**src/rtl/updown_pkg.sv**
```systemverilog
// rtl/updown_pkg.sv - shared types and constants for the up/down sweep controller
package updown_pkg;

  localparam int CNT_W = 4;

  typedef enum logic [1:0] {
    IDLE,
    RUN,
    DONE
  } sweep_state_t;

endpackage

```
**src/rtl/updown_sweep_ctrl.sv**
```systemverilog
// rtl/updown_sweep_ctrl.sv - triangle-sweep driver and self-checker for an up/down counter
module updown_sweep_ctrl
  import updown_pkg::*;
#(
  parameter int WIDTH      = CNT_W,
  parameter int HI_LIMIT   = 15,
  parameter int LO_LIMIT   = 0,
  parameter int NUM_SWEEPS = 2
) (
  input  logic             clock,
  input  logic             reset,
  input  logic             start,
  input  logic             stop,
  input  logic [WIDTH-1:0] count,
  output logic             cntReset,
  output logic             upDown,
  output logic             busy,
  output logic             done,
  output logic             error
);

  localparam int SW_W = $clog2(NUM_SWEEPS + 1);

  // upDown is registered, so direction flips while the counter sits one step
  // short of each limit; the counter then lands exactly on the limit.
  localparam logic [WIDTH-1:0] HI_TURN    = WIDTH'(HI_LIMIT - 1);
  localparam logic [WIDTH-1:0] LO_TURN    = WIDTH'(LO_LIMIT + 1);
  localparam logic [WIDTH-1:0] LO_CNT     = WIDTH'(LO_LIMIT);
  localparam logic [SW_W-1:0]  SWEEP_LAST = SW_W'(NUM_SWEEPS);

  sweep_state_t     state_q, state_d;
  logic [SW_W-1:0]  sweep_q, sweep_d;
  logic [WIDTH-1:0] exp_q, exp_d;
  logic             cnt_reset_q, cnt_reset_d;
  logic             up_down_q, up_down_d;
  logic             busy_q, busy_d;
  logic             done_q, done_d;
  logic             error_q, error_d;

  // Next-state: FSM, sweep accounting, expected-count tracking and checker.
  always_comb begin
    state_d     = state_q;
    sweep_d     = sweep_q;
    exp_d       = exp_q;
    cnt_reset_d = cnt_reset_q;
    up_down_d   = up_down_q;
    busy_d      = busy_q;
    done_d      = 1'b0;
    error_d     = error_q;

    case (state_q)
      IDLE: begin
        cnt_reset_d = 1'b1;
        up_down_d   = 1'b1;
        busy_d      = 1'b0;
        exp_d       = '0;
        sweep_d     = '0;
        if (start && !stop) begin
          state_d     = RUN;
          cnt_reset_d = 1'b0;
          busy_d      = 1'b1;
          error_d     = 1'b0;
        end
      end

      RUN: begin
        // Mirror the counter: it steps with the direction we drove last cycle.
        exp_d = up_down_q ? exp_q + WIDTH'(1) : exp_q - WIDTH'(1);
        if (count != exp_q) begin
          error_d = 1'b1;
        end

        if (up_down_q && (count == HI_TURN)) begin
          up_down_d = 1'b0;
        end else if (!up_down_q && (count == LO_TURN)) begin
          up_down_d = 1'b1;
          sweep_d   = sweep_q + SW_W'(1);
        end

        // Final trough reached after the last down-turn.
        if ((sweep_q == SWEEP_LAST) && (count == LO_CNT)) begin
          state_d     = DONE;
          cnt_reset_d = 1'b1;
          up_down_d   = 1'b1;
          busy_d      = 1'b0;
          done_d      = 1'b1;
        end

        // Abort wins over completion; error is left as it stands.
        if (stop) begin
          state_d     = IDLE;
          cnt_reset_d = 1'b1;
          up_down_d   = 1'b1;
          busy_d      = 1'b0;
          done_d      = 1'b0;
        end
      end

      DONE: begin
        state_d     = IDLE;
        cnt_reset_d = 1'b1;
        up_down_d   = 1'b1;
        busy_d      = 1'b0;
      end

      default: begin
        state_d     = IDLE;
        cnt_reset_d = 1'b1;
        up_down_d   = 1'b1;
        busy_d      = 1'b0;
      end
    endcase
  end

  // State and output registers with synchronous reset.
  always_ff @(posedge clock) begin
    if (reset) begin
      state_q     <= IDLE;
      sweep_q     <= '0;
      exp_q       <= '0;
      cnt_reset_q <= 1'b1;
      up_down_q   <= 1'b1;
      busy_q      <= 1'b0;
      done_q      <= 1'b0;
      error_q     <= 1'b0;
    end else begin
      state_q     <= state_d;
      sweep_q     <= sweep_d;
      exp_q       <= exp_d;
      cnt_reset_q <= cnt_reset_d;
      up_down_q   <= up_down_d;
      busy_q      <= busy_d;
      done_q      <= done_d;
      error_q     <= error_d;
    end
  end

  assign cntReset = cnt_reset_q;
  assign upDown   = up_down_q;
  assign busy     = busy_q;
  assign done     = done_q;
  assign error    = error_q;

endmodule

```
**config.mk**
```make
export PLATFORM = sky130hd
export DESIGN_NAME = updown_sweep_ctrl
export DESIGN_NICKNAME = d
export VERILOG_FILES = /design/src/rtl/updown_pkg.sv /design/src/rtl/updown_sweep_ctrl.sv
export SDC_FILE = /design/constraint.sdc
export NUM_CORES = 1
export LEC_CHECK = 0
export CAP_MARGIN = 20
export CORE_MARGIN = 2
export CORE_UTILIZATION = 30
export CTS_CLUSTER_SIZE = 24
export DETAILED_ROUTE_END_ITERATION = 10
export SYNTH_ARGS = -nofsm -noshare
export SYNTH_HDL_FRONTEND = slang
export SYNTH_SLANG_ARGS = --single-unit
```
**constraint.sdc**
```tcl
create_clock -name clock -period 4.4 [get_ports clock]
set_input_delay 0.66 -clock clock [delete_from_list [all_inputs] [get_ports clock]]
set_output_delay 0.66 -clock clock [all_outputs]
set_load 0.02 [all_outputs]
```
; Yosys cells after proc, flatten, opt, wreduce, memory -nomap -nowiden
; Cells that the tools add are included.
[word_totals]
out_inout_bits = 5
wordCells = 60
reg_bits = 13
input_bits = 8
[op_classes]
n_reduce_logical = 15
n_mux = 23
eq_ne = 10
n_addsub = 3
n_bitwise = 1
[ops]
columns = operator, count
row1 = two-way mux 1 bit, 11
row2 = two-way mux 2 bit, 5
row3 = "inequality test 2 bit, second input constant", 4
row4 = one-hot mux 2 bit (2 select lines), 2
row5 = one-hot mux 4 bit (2 select lines), 1
row6 = one-hot mux 1 bit (2 select lines), 3
row7 = AND reduction 3 bit, 2
row8 = "adder 4 x 1 -> 4 bit, second input constant", 1
row9 = "equality test 4 x 1 -> 1 bit, second input constant", 1
row10 = "equality test 4 bit, second input constant", 1
row11 = logical AND 1 bit, 4
row12 = logical NOT 4 bit, 1
row13 = two-way mux 4 bit, 1
row14 = inequality test 4 bit, 1
row15 = nonzero test 2 bit, 2
row16 = OR reduction 4 bit, 1
row17 = "subtractor 4 x 1 -> 4 bit, second input constant", 1
row18 = "inequality test 3 bit, second input constant", 1
row19 = OR reduction 3 bit, 1
row20 = "adder 2 x 1 -> 2 bit, second input constant", 1
row21 = "equality test 2 x 1 -> 1 bit, second input constant", 1
row22 = "equality test 2 bit, second input constant", 1
row23 = logical NOT 1 bit, 2
row24 = logical NOT 2 bit, 1
row25 = 2 further kinds, 2

; Depth between registers and ports, before layout
; Gate-level depths: netlist of the first run.
[logic_depth]
ltp_word = 5
mapped_depth = 6
mapped_depth_nobuf = 6

; Worst setup path before layout of the first run
; OpenSTA, ideal clock, no wires.
[synth_timing]
kind = register to register
startpoint = reg up_down_q, in the netlist upDown
endpoint = reg exp_q[3]
path_slack_ns = 2.367
arrival_time_ns = 1.958
setup_ns = 0.074
n_path_buf = 0
synth_period_minus_slack_ns = 2.033
required_ns = 4.326
stages_incl_launch_ff = 7
path_cell_list = dfxtp_1 > inv_1 > ha_1 > and3_1 > or3_1 > a2111o_1 > o21ai_0
[synth_between]
elab_chain_cells = 2
[synth_rtl]
columns = element, line
row1 = from (decl), updown_sweep_ctrl.sv:35  ; logic up_down_q, up_down_d;
row2 = from (signal assigned), updown_sweep_ctrl.sv:131  ; up_down_q <= up_down_d;
row3 = two-way mux 4 bit, updown_sweep_ctrl.sv:68  ; exp_d = up_down_q ? exp_q + WIDTH'(1) : exp_q - WIDTH'(1);
row4 = one-hot mux 4 bit (2 select lines), updown_sweep_ctrl.sv:51  ; case (state_q)
row5 = to (signal assigned), updown_sweep_ctrl.sv:129  ; exp_q <= exp_d;
row6 = to (decl), updown_sweep_ctrl.sv:33  ; logic [WIDTH-1:0] exp_q, exp_d;
; Every way passes these cells.
; A chain may end at the register's enable or synchronous reset.

; Worst setup path in the final report of the first run
[layout_timing]
startpoint = reg up_down_q, in the netlist upDown
endpoint = out upDown
[layout_rtl]
columns = element, line
row1 = to (decl), updown_sweep_ctrl.sv:16  ; output logic upDown,
; No word-level cell between the ends.

==> metrics.yaml, run 1 <==
hold_viol: 0
die_y_um: 51.4
drt-pass1-iter-count: 4
start_util_pct: 31.1
cpPeakStageDelay_ns: 0.66
reg2reg_to: "exp_q[3]"
powerDensity_mw_per_mm2: 262
syn_inst: 80
num_vias: 580
startpoint: "upDown"
fin_crit_ns: 2.07
wl_per_cell_um: 11.8
max_cap_viol_count: 0
crit_path_end_kind: "output port"
endpoint: "upDown"
grt_max_degree: 15
netlist.area_leader.share_pct: 38.6
rsz0062_at_grt: "false"
fill_cells: 237
crit_family: "buffers and inverters"
setup_viol: 0
drc_errors: 0
place_congestion: 0.761
fin_skew_ns: 0.000809
wl_mm: 1.43
post-route-period-util_pct: 47.0
status: "complete, no violations"
num-nets-final: 106
antenna_found_initial: 0
io_pins: 13
cts_tree: "built"
required_ns: 3.74
cts_resized: 0
path_cells: "clkdlybuf4s50_1"
path_depth: 1
n_antenna_cell: 0
grt_pass1_vias: 535
r2r-start: "upDown"
cts_setup_buffers: 0
tns_ns: 0
fp.dieArea_sq_mm: 0.00264
worst_slack_ns: 2.33
via_per_inst: 4.79
clock_latency_ns: 0.27
ys_top_cells_by_area: "dfxtp_1 39%, nor2_1 6.7%, a21oi_1 5.9%"
synth_cell_types: 28
worst_pin_slew_ns: 0.474
hpwlAfterDp_mm: 1.05
path_class: "reg -> out"
area_delta_synth_final_pct: 25.0
dpl_worst_slack_ns: 2.30
ys_seq_area_share_pct: 38.6
totalPowerFinal_uw: 221
drt_iter0_markers: 7
slew_viol_final: 0
syn_area_per_cell_sq_um: 8.43
track_usage_pct: 12.7
h-tree-depth: 1
synth_top_cell_by_area: "dfxtp_1"
ff2ff_path_depth: 6
clock_sinks: 13
ant_nets: 0
coreArea_sq_mm: 0.00217
synth_warnings: 0
syn_nets: 92
ys_seq_elements: 13
rows: 17
path_clk_slew_ns: 0.08
grt.overflow.total: 0
final_layout_size_suffix_gt1_share_pct: 4.30
cts-root-buf: "clkbuf_4"
grt_pass1_wl_mm: 2.44
fmax_mhz: 484
syn_area_sq_um: 674
clockBufferDepth: 2
vdd_drop_max_v: 0.000126
rrSetupSlack_ns: 2.35
start_kind: "flop"
leakage_uw: 0.000311
cp_max_fo: 8
arrival_ns: 1.41
slew_headroom_pct: 68.3
portBuffers: 12
die_w_um: 51.4
critical_path_buf_inv_count: 1
cts_buffers: 3
hold_path.class: "reg -> reg"
cts_hold_buf: 0
slowest_stage: "clkdlybuf4s50_1"
==> worst register-to-register path, delay by kind of cell (launching register included) <==
family,cells,cell delay (ns)
and+or+nand+nor,2,0.56
AOI/OAI and AO/OA,2,0.49
DFF,1,0.48
adders and majority gates,1,0.35
buffers and inverters,1,0.11
==> cell usage after synthesis <==
cell type	n
and2_1	2
mux2i_1	1
o21ai_0	4
clkbuf_1	2
buf_2	1
or4b_1	1
nor3_1	1
or4_1	1
ha_1	3
o22ai_1	1
a21o_2	1
xor2_1	1
a2111o_1	1
nand3_1	3
nor2_1	12
a31oi_1	1
a41oi_1	1
or3_1	1
o41ai_1	1
xnor2_1	4
nand2_1	3
o2111ai_1	1
nand2b_1	5
inv_1	4
fa_1	1
and3_1	2
a21oi_1	8
dfxtp_1	13
==> layout make-up <==
class / count / area, sq um / share of cell area (%)
clock buffers: 4 / 26.3 / 3.12
inverters: 4 / 15.0 / 1.78
multi-input cells: 60 / 387 / 45.8
flip-flops and latches: 13 / 260 / 30.9
well taps: 28 / 35.0 / 4.15
repair buffers: 12 / 120 / 14.2
==> metrics by stage <==
| stage | std cells | util [%] | instance area (sq um) | hold WS (ns) |
|---|---|---|---|---|
| floorplan | 80 | - | 674 | 0.452 |
| global placement | 117 | 37.7 | 817 | 0.470 |
| detailed placement | 117 | 37.7 | 817 | 0.467 |
| CTS | 121 | 38.9 | 843 | 0.489 |
| global route | 121 | 38.9 | 843 | 0.523 |
| finish | 121 | 38.9 | 843 | 0.484 |
==> worst min-delay path by stage <==
stage	startpoint	end	slack [ns]	depth (start not counted)
CTS	busy	busy	0.49	2
floorplan	sweep_q[1]	sweep_q[1]	0.45	2
global route	busy	busy	0.52	2
finish	sweep_q[1]	sweep_q[1]	0.48	2
global placement	sweep_q[1]	sweep_q[1]	0.47	2
detailed placement	busy	busy	0.47	2
==> flip-flops by register name, summed over array words and instances (netlist names) <==
name and count:
state_q 2, sweep_q 2, error 1, upDown 1
cntReset 1, busy 1, done 1, exp_q 4
==> logic make-up after synthesis <==
family / count (synthesis) / synth area share (%)
AND/OR/NAND/NOR: 31 / 23.2
AO/OA/AOI/OAI: 19 / 17.6
flip-flops: 13 / 38.6
buffers and inverters: 7 / 4.08
XOR/XNOR: 5 / 6.49
adder cells (fa/ha/maj): 4 / 8.54
multiplexers: 1 / 1.48
==> layout by cell type, fill, tap and decap left out, types with 2 or more instances in the layout <==
cell,instances
nand3_1,3
dfxtp_1,13
nand2b_1,5
and3_1,2
and2_1,2
nand2_1,3
xnor2_1,4
nor2_1,12
inv_1,4
o21ai_0,4
clkbuf_4,3
ha_1,3
a21oi_1,8
clkdlybuf4s50_1,12
==> layer usage <==
layer	share of wire, %	global-route usage (%)
met1	51	17.4
met2	44	18.2
met3	3.4	2.92
met4	0.84	6.58
met5	0	0
==> power breakdown <==
part	switching [uW]	internal [uW]	total, uW
clock network	38.9	35.1	74.0
logic	12.5	12.8	25.2
registers	2.07	120	122
No activity file was read; power rests on OpenSTA's default activity.
==> inputs of run 2 (changes only) <==
Clock period 4.4 ns to 1.8 ns, I/O delays scaled along.
==> run 2 against run 1 <==
  * Die area stayed put
  * Core utilization is 3.1 points higher
  * Via count is 5.2% higher
  * Final cell count is 5.0% higher
  * Register-to-register slack worse by 2.3 ns
  * Global-route usage is 1.9 points higher
  * Hold slack worse by 0.010 ns
  * Critical endpoint is now exp_q[3]
  * Largest cell class unchanged
==> metrics.yaml, run 2 (synthesis gave the netlist of run 1 again) <==
hold_viol: 0  # unchanged
worst_pin_slew_ns: 0.363  # -0.111 ns
coreArea_sq_mm: 0.00217  # unchanged
h-tree-depth: 1  # unchanged
fin_cells: 127  # +5.0%
post-route-period-util_pct: 95.8
cts_tree: "built"
path_clk_slew_ns: 0.08  # about the same
grt_pass1_vias: 626  # +17%
cpPeakStageDelay_ns: 0.37  # -0.29 ns
regMostFlops: "exp_q"
path_cells: "inv_2 -> ha_1 -> and3_1 -> or3_4 -> a2111o_1 -> o21ai_1"
cts_buffers: 3  # unchanged
rows: 17  # unchanged
drt-pass1-iter-count: 4  # unchanged
track_usage_pct: 14.5  # +1.9 points
setup_viol: 0  # unchanged
rsz0062_at_grt: "false"
n_antenna_cell: 0  # unchanged
io_pins: 13  # unchanged
drt_iter0_markers: 10  # +3
fill_cells: 232  # -2.1%
portBuffers: 12  # unchanged
antenna_found_initial: 0  # unchanged
tns_ns: 0  # unchanged
die_y_um: 51.4  # unchanged
cts_setup_buffers: 0  # unchanged
fmax_mhz: 580
leakage_uw: 0.000336  # +7.8%
cp_max_fo: 2  # -6
drc_errors: 0  # unchanged
ant_nets: 0  # unchanged
num-nets-final: 112  # +5.7%
cts-root-buf: "clkbuf_4"
fin_crit_ns: 1.72
area_delta_synth_final_pct: 35.1
totalPowerFinal_uw: 547  # +150%
hold_path.class: "reg -> reg"
fin_skew_ns: 0.00308  # +0.00227 ns
start_util_pct: 31.1  # unchanged
start_kind: "flop"
cts_resized: 0  # unchanged
hpwlAfterDp_mm: 1.15  # +9.3%
clock_latency_ns: 0.27  # about the same
max_cap_viol_count: 0  # unchanged
clock_sinks: 13  # unchanged
wl_mm: 1.53  # +7.3%
largest_reg_flops: 4  # unchanged
dpl_worst_slack_ns: 0.0276  # -2.27 ns
clockBufferDepth: 2  # unchanged
vdd_drop_max_v: 0.000453  # +260%
status: "complete, no violations"
largest_registers: "exp_q: 4 flops, state_q: 2 flops, sweep_q: 2 flops"
path_class: "reg -> reg"
required_ns: 2.01  # -1.73 ns
powerDensity_mw_per_mm2: 600  # +130%
final_layout_size_suffix_gt1_share_pct: 15.2  # +11 points
grt.overflow.total: 0  # unchanged
grt_max_degree: 13  # -2
die_w_um: 51.4  # unchanged
rrSetupSlack_ns: 0.08  # -2.27 ns
slew_headroom_pct: 75.8  # +7.5 points
via_per_inst: 4.80  # +0.20%
fp.dieArea_sq_mm: 0.00264  # unchanged
slew_viol_final: 0  # unchanged
slowest_stage: "or3_4"
crit_path_end_kind: "flop"
arrival_ns: 1.93  # +0.52 ns
num_vias: 610  # +5.2%
numPlacedInstances: 123  # +5.1%
place_congestion: 0.722  # -5.2%
cts_hold_buf: 0  # unchanged
grt_pass1_wl_mm: 2.79  # +14%
wl_per_cell_um: 12.0  # +2.2%
worst_slack_ns: 0.0755  # -2.26 ns
layout_common_cells: "12 x nor2_1, 12 x clkdlybuf4s50_1, 11 x dfxtp_1"
-- run 2: cell types whose count changed in the layout (fill, tap and decap cells not counted), sizes merged --
| cell | change |
|---|---|
| buf | +6 |
-- run 2: per-layer routing --
layer	part of all wire [%]	global-route usage (%)	routed length, um	vias up
li1	-	-	-	317
met1	49	18.7	744	281
met2	48	22.2	737	10
met3	2.4	3.80	36	2
met4	0.78	7.46	12	0
met5	0	0	0	-
-- run 2: through the flow --
step,utilization [%],instance area (sq um),hold WS (ns)
finish,42.0,911,0.474
global route,42.0,911,0.499
CTS,41.7,905,0.481
detailed placement,40.5,878,0.465
global placement,40.5,878,0.465
floorplan,-,691,0.399
-- run 2: worst max-delay path: cells and delay by family (launching register included) --
| kind | cells | cell delay, ns |
|---|---|---|
| AO/OA/AOI/OAI | 2 | 0.45 |
| adder cells (fa/ha/maj) | 1 | 0.27 |
| buffers and inverters | 1 | 0.04 |
| flip-flops | 1 | 0.35 |
| AND/OR/NAND/NOR | 2 | 0.54 |
-- run 2: area by class of cell --
cell class                 instances  area, sq um  area share (%)
sequential                        13          265            29.1
clock buffer                       4         26.3            2.88
timing repair buffer              18          165            18.1
multi-input combinational         60          404            44.4
inverter                           4         15.0            1.65
tap                               28         35.0            3.85
-- run 2: path summary, 6_finish.rpt --
path                             start       end  cells past startpoint
worst max-delay path            upDown  exp_q[3]                      6
worst min-delay path              busy      busy                      2
worst max register to register  upDown  exp_q[3]                      6
worst min register to register    busy      busy                      2
-- run 2: where the power goes --
group          leakage (uW)  switching, uW  internal (uW)
logic              0.000215           32.0           35.7
clock network     0.0000150           97.1           85.9
registers          0.000106           4.77            291
total              0.000336            134            413
==> inputs of run 3 (changes only) <==
Settings changed: ABC_AREA set to 0, REMOVE_ABC_BUFFERS set to 1.
==> run 3 against run 2 <==
  * Routed wire length shrank 1.2%
  * Sequential share of layout area shrank 0.053 points
  * Count of clock-buffer cells in the layout is the same
  * Combinational power shrank 7.1%
  * Maximum frequency grew 0.94%
  * Clock power grew 2%
  * Non-clock buffer count shrank 1
  * Sequential power is essentially flat
  * Via count grew 0.49%
  * Clock skew shrank 0.0015 ns
  * Final cell count shrank 0.79%
==> metrics.yaml, run 3 (synthesis gave the netlist of run 1 again) <==
setup_viol: 0  # unchanged
endpoint: "exp_q[3]"
die_y_um: 51.4  # unchanged
h-tree-depth: 1  # unchanged
via_per_inst: 4.87  # +1.3%
startpoint: "exp_q[2]"
path_depth: 5  # -1
dpl_worst_slack_ns: -0.00407  # -0.0317 ns
path_cells: "ha_4 -> and3_1 -> or3_4 -> a2111o_1 -> o21ai_0"
wl_mm: 1.51  # -1.2%
clockBufferDepth: 2  # unchanged
coreArea_sq_mm: 0.00217  # unchanged
grt_max_degree: 10  # -3
vdd_drop_max_v: 0.000495  # +9.2%
worst_pin_slew_ns: 0.351  # -0.0125 ns
portBuffers: 12  # unchanged
required_ns: 2.01  # about the same
layout_common_cells: "12 x nor2_1, 12 x dfxtp_1, 12 x clkdlybuf4s50_1"
fp.dieArea_sq_mm: 0.00264  # unchanged
tns_ns: 0  # unchanged
fill_cells: 230  # -0.86%
n_antenna_cell: 0  # unchanged
largest_reg_flops: 4  # unchanged
critical_path_buf_inv_count: 0  # -1
die_w_um: 51.4  # unchanged
cts_buffers: 3  # unchanged
largest_registers: "exp_q: 4 flops, state_q: 2 flops, sweep_q: 2 flops"
place_area_sq_um: 855  # -2.7%
fin_skew_ns: 0.00154  # -0.00153 ns
fin_cells: 126  # -0.79%
cts_hold_buf: 0  # unchanged
rows: 17  # unchanged
fmax_mhz: 585  # +0.94%
final_area_sq_um: 900  # -1.2%
status: "complete, no violations"
numPlacedInstances: 122  # -0.81%
place_congestion: 0.755  # +4.6%
io_pins: 13  # unchanged
arrival_ns: 1.92  # about the same
grt_pass1_vias: 569  # -9.1%
cts-root-buf: "clkbuf_4"
ff2ff_path_depth: 5  # -1
leakage_uw: 0.000331  # -1.4%
area_delta_synth_final_pct: 33.4
reg2reg_to: "exp_q[3]"
crit_path_end_kind: "flop"
drc_errors: 0  # unchanged
hold_path.class: "reg -> reg"
slowest_stage: "dfxtp_1"
track_usage_pct: 13.6  # -0.91 points
num-nets-final: 111  # -0.89%
path_clk_slew_ns: 0.08  # about the same
path_class: "reg -> reg"
crit_family: "simple AND/OR/NAND/NOR gates"
clock_sinks: 13  # unchanged
clock_latency_ns: 0.28  # about the same
grt_pass1_wl_mm: 2.63  # -5.7%
post-route-period-util_pct: 94.9  # -0.89 points
holdPathStages: 2  # unchanged
antenna_found_initial: 0  # unchanged
ant_nets: 0  # unchanged
slew_headroom_pct: 76.6  # +0.84 points
cts_tree: "built"
fin_crit_ns: 1.71  # -0.0160 ns
slew_viol_final: 0  # unchanged
grt.overflow.total: 0  # unchanged
r2r-start: "exp_q[2]"
cpPeakStageDelay_ns: 0.42  # +0.05 ns
powerDensity_mw_per_mm2: 608  # +1.3%
drt-pass1-iter-count: 4  # unchanged
hpwlAfterDp_mm: 1.12  # -3.1%
max_cap_viol_count: 0  # unchanged
rsz0062_at_grt: "false"
start_kind: "flop"
rrSetupSlack_ns: 0.09  # +0.02 ns
drt_iter0_markers: 14  # +4
start_util_pct: 31.1  # unchanged
final_layout_size_suffix_gt1_share_pct: 13.3  # -1.9 points
cts_setup_buffers: 0  # unchanged
regMostFlops: "exp_q"
cp_max_fo: 3  # +1
wl_per_cell_um: 12.0  # -0.39%
num_vias: 613  # +0.49%
hold_viol: 0  # unchanged
worst_slack_ns: 0.0915  # +0.0160 ns
## run 3: cell types whose count changed in the layout (fill, tap and decap cells not counted)
| cell | before | now |
|---|---|---|
| o21ai_0 | 3 | 4 |
| dfxtp_4 | 1 | 0 |
| o21ai_1 | 1 | 0 |
| dfxtp_1 | 11 | 12 |
| buf_4 | 6 | 5 |
## run 3: repair_timing
item,in CTS,in global routing
gates resized for setup,1,3
setup endpoints to repair,1,1
pin swaps,0,1
## run 3: final cells by class
type                       count  area (sq um)  area share [%]
timing repair buffer          17           158            17.5
multi-input combinational     60           404            44.9
inverter                       4          15.0            1.67
sequential                    13           262            29.1
clock buffer                   4          26.3            2.92
tap                           28          35.0            3.89
## run 3: per-layer routing
metal	share of wire, %	wire (um)	global-route usage (%)	vias up
met3	5.1	77	4.68	5
li1	-	-	-	318
met5	0	0	0	-
met2	46	689	20.5	10
met1	48	721	17.7	280
met4	1.6	24	5.26	0
## run 3: where the power goes
group          internal (uW)  switching [uW]  leakage, uW
sequential               293            4.61     0.000105
clock                   86.1             101    0.0000150
combinational           33.0            29.9     0.000211
## run 3: worst min-delay path by stage
stage	slack (ns)	startpoint	endpoint
6_report	0.48	busy	busy
5_1_grt	0.51	sweep_q[1]	sweep_q[1]
4_1_cts	0.49	busy	busy
3_5_place_dp	0.47	sweep_q[1]	sweep_q[1]
3_3_place_gp	0.47	busy	busy
2_1_floorplan	0.34	reset	busy
## run 3: tightest hold or removal path, stage by stage, from the launching register on
cell and delay [ns]:
dfxtp_1 0.32, nand3_1 0.07, a21oi_1 0.06
## run 3: through the flow
step	total power, uW	utilization [%]	hold slack (ns)
floorplan	330	-	0.339
global placement	368	39.4	0.465
detailed placement	368	39.4	0.474
CTS	557	41.2	0.488
global route	579	41.5	0.512
finish	547	41.5	0.483
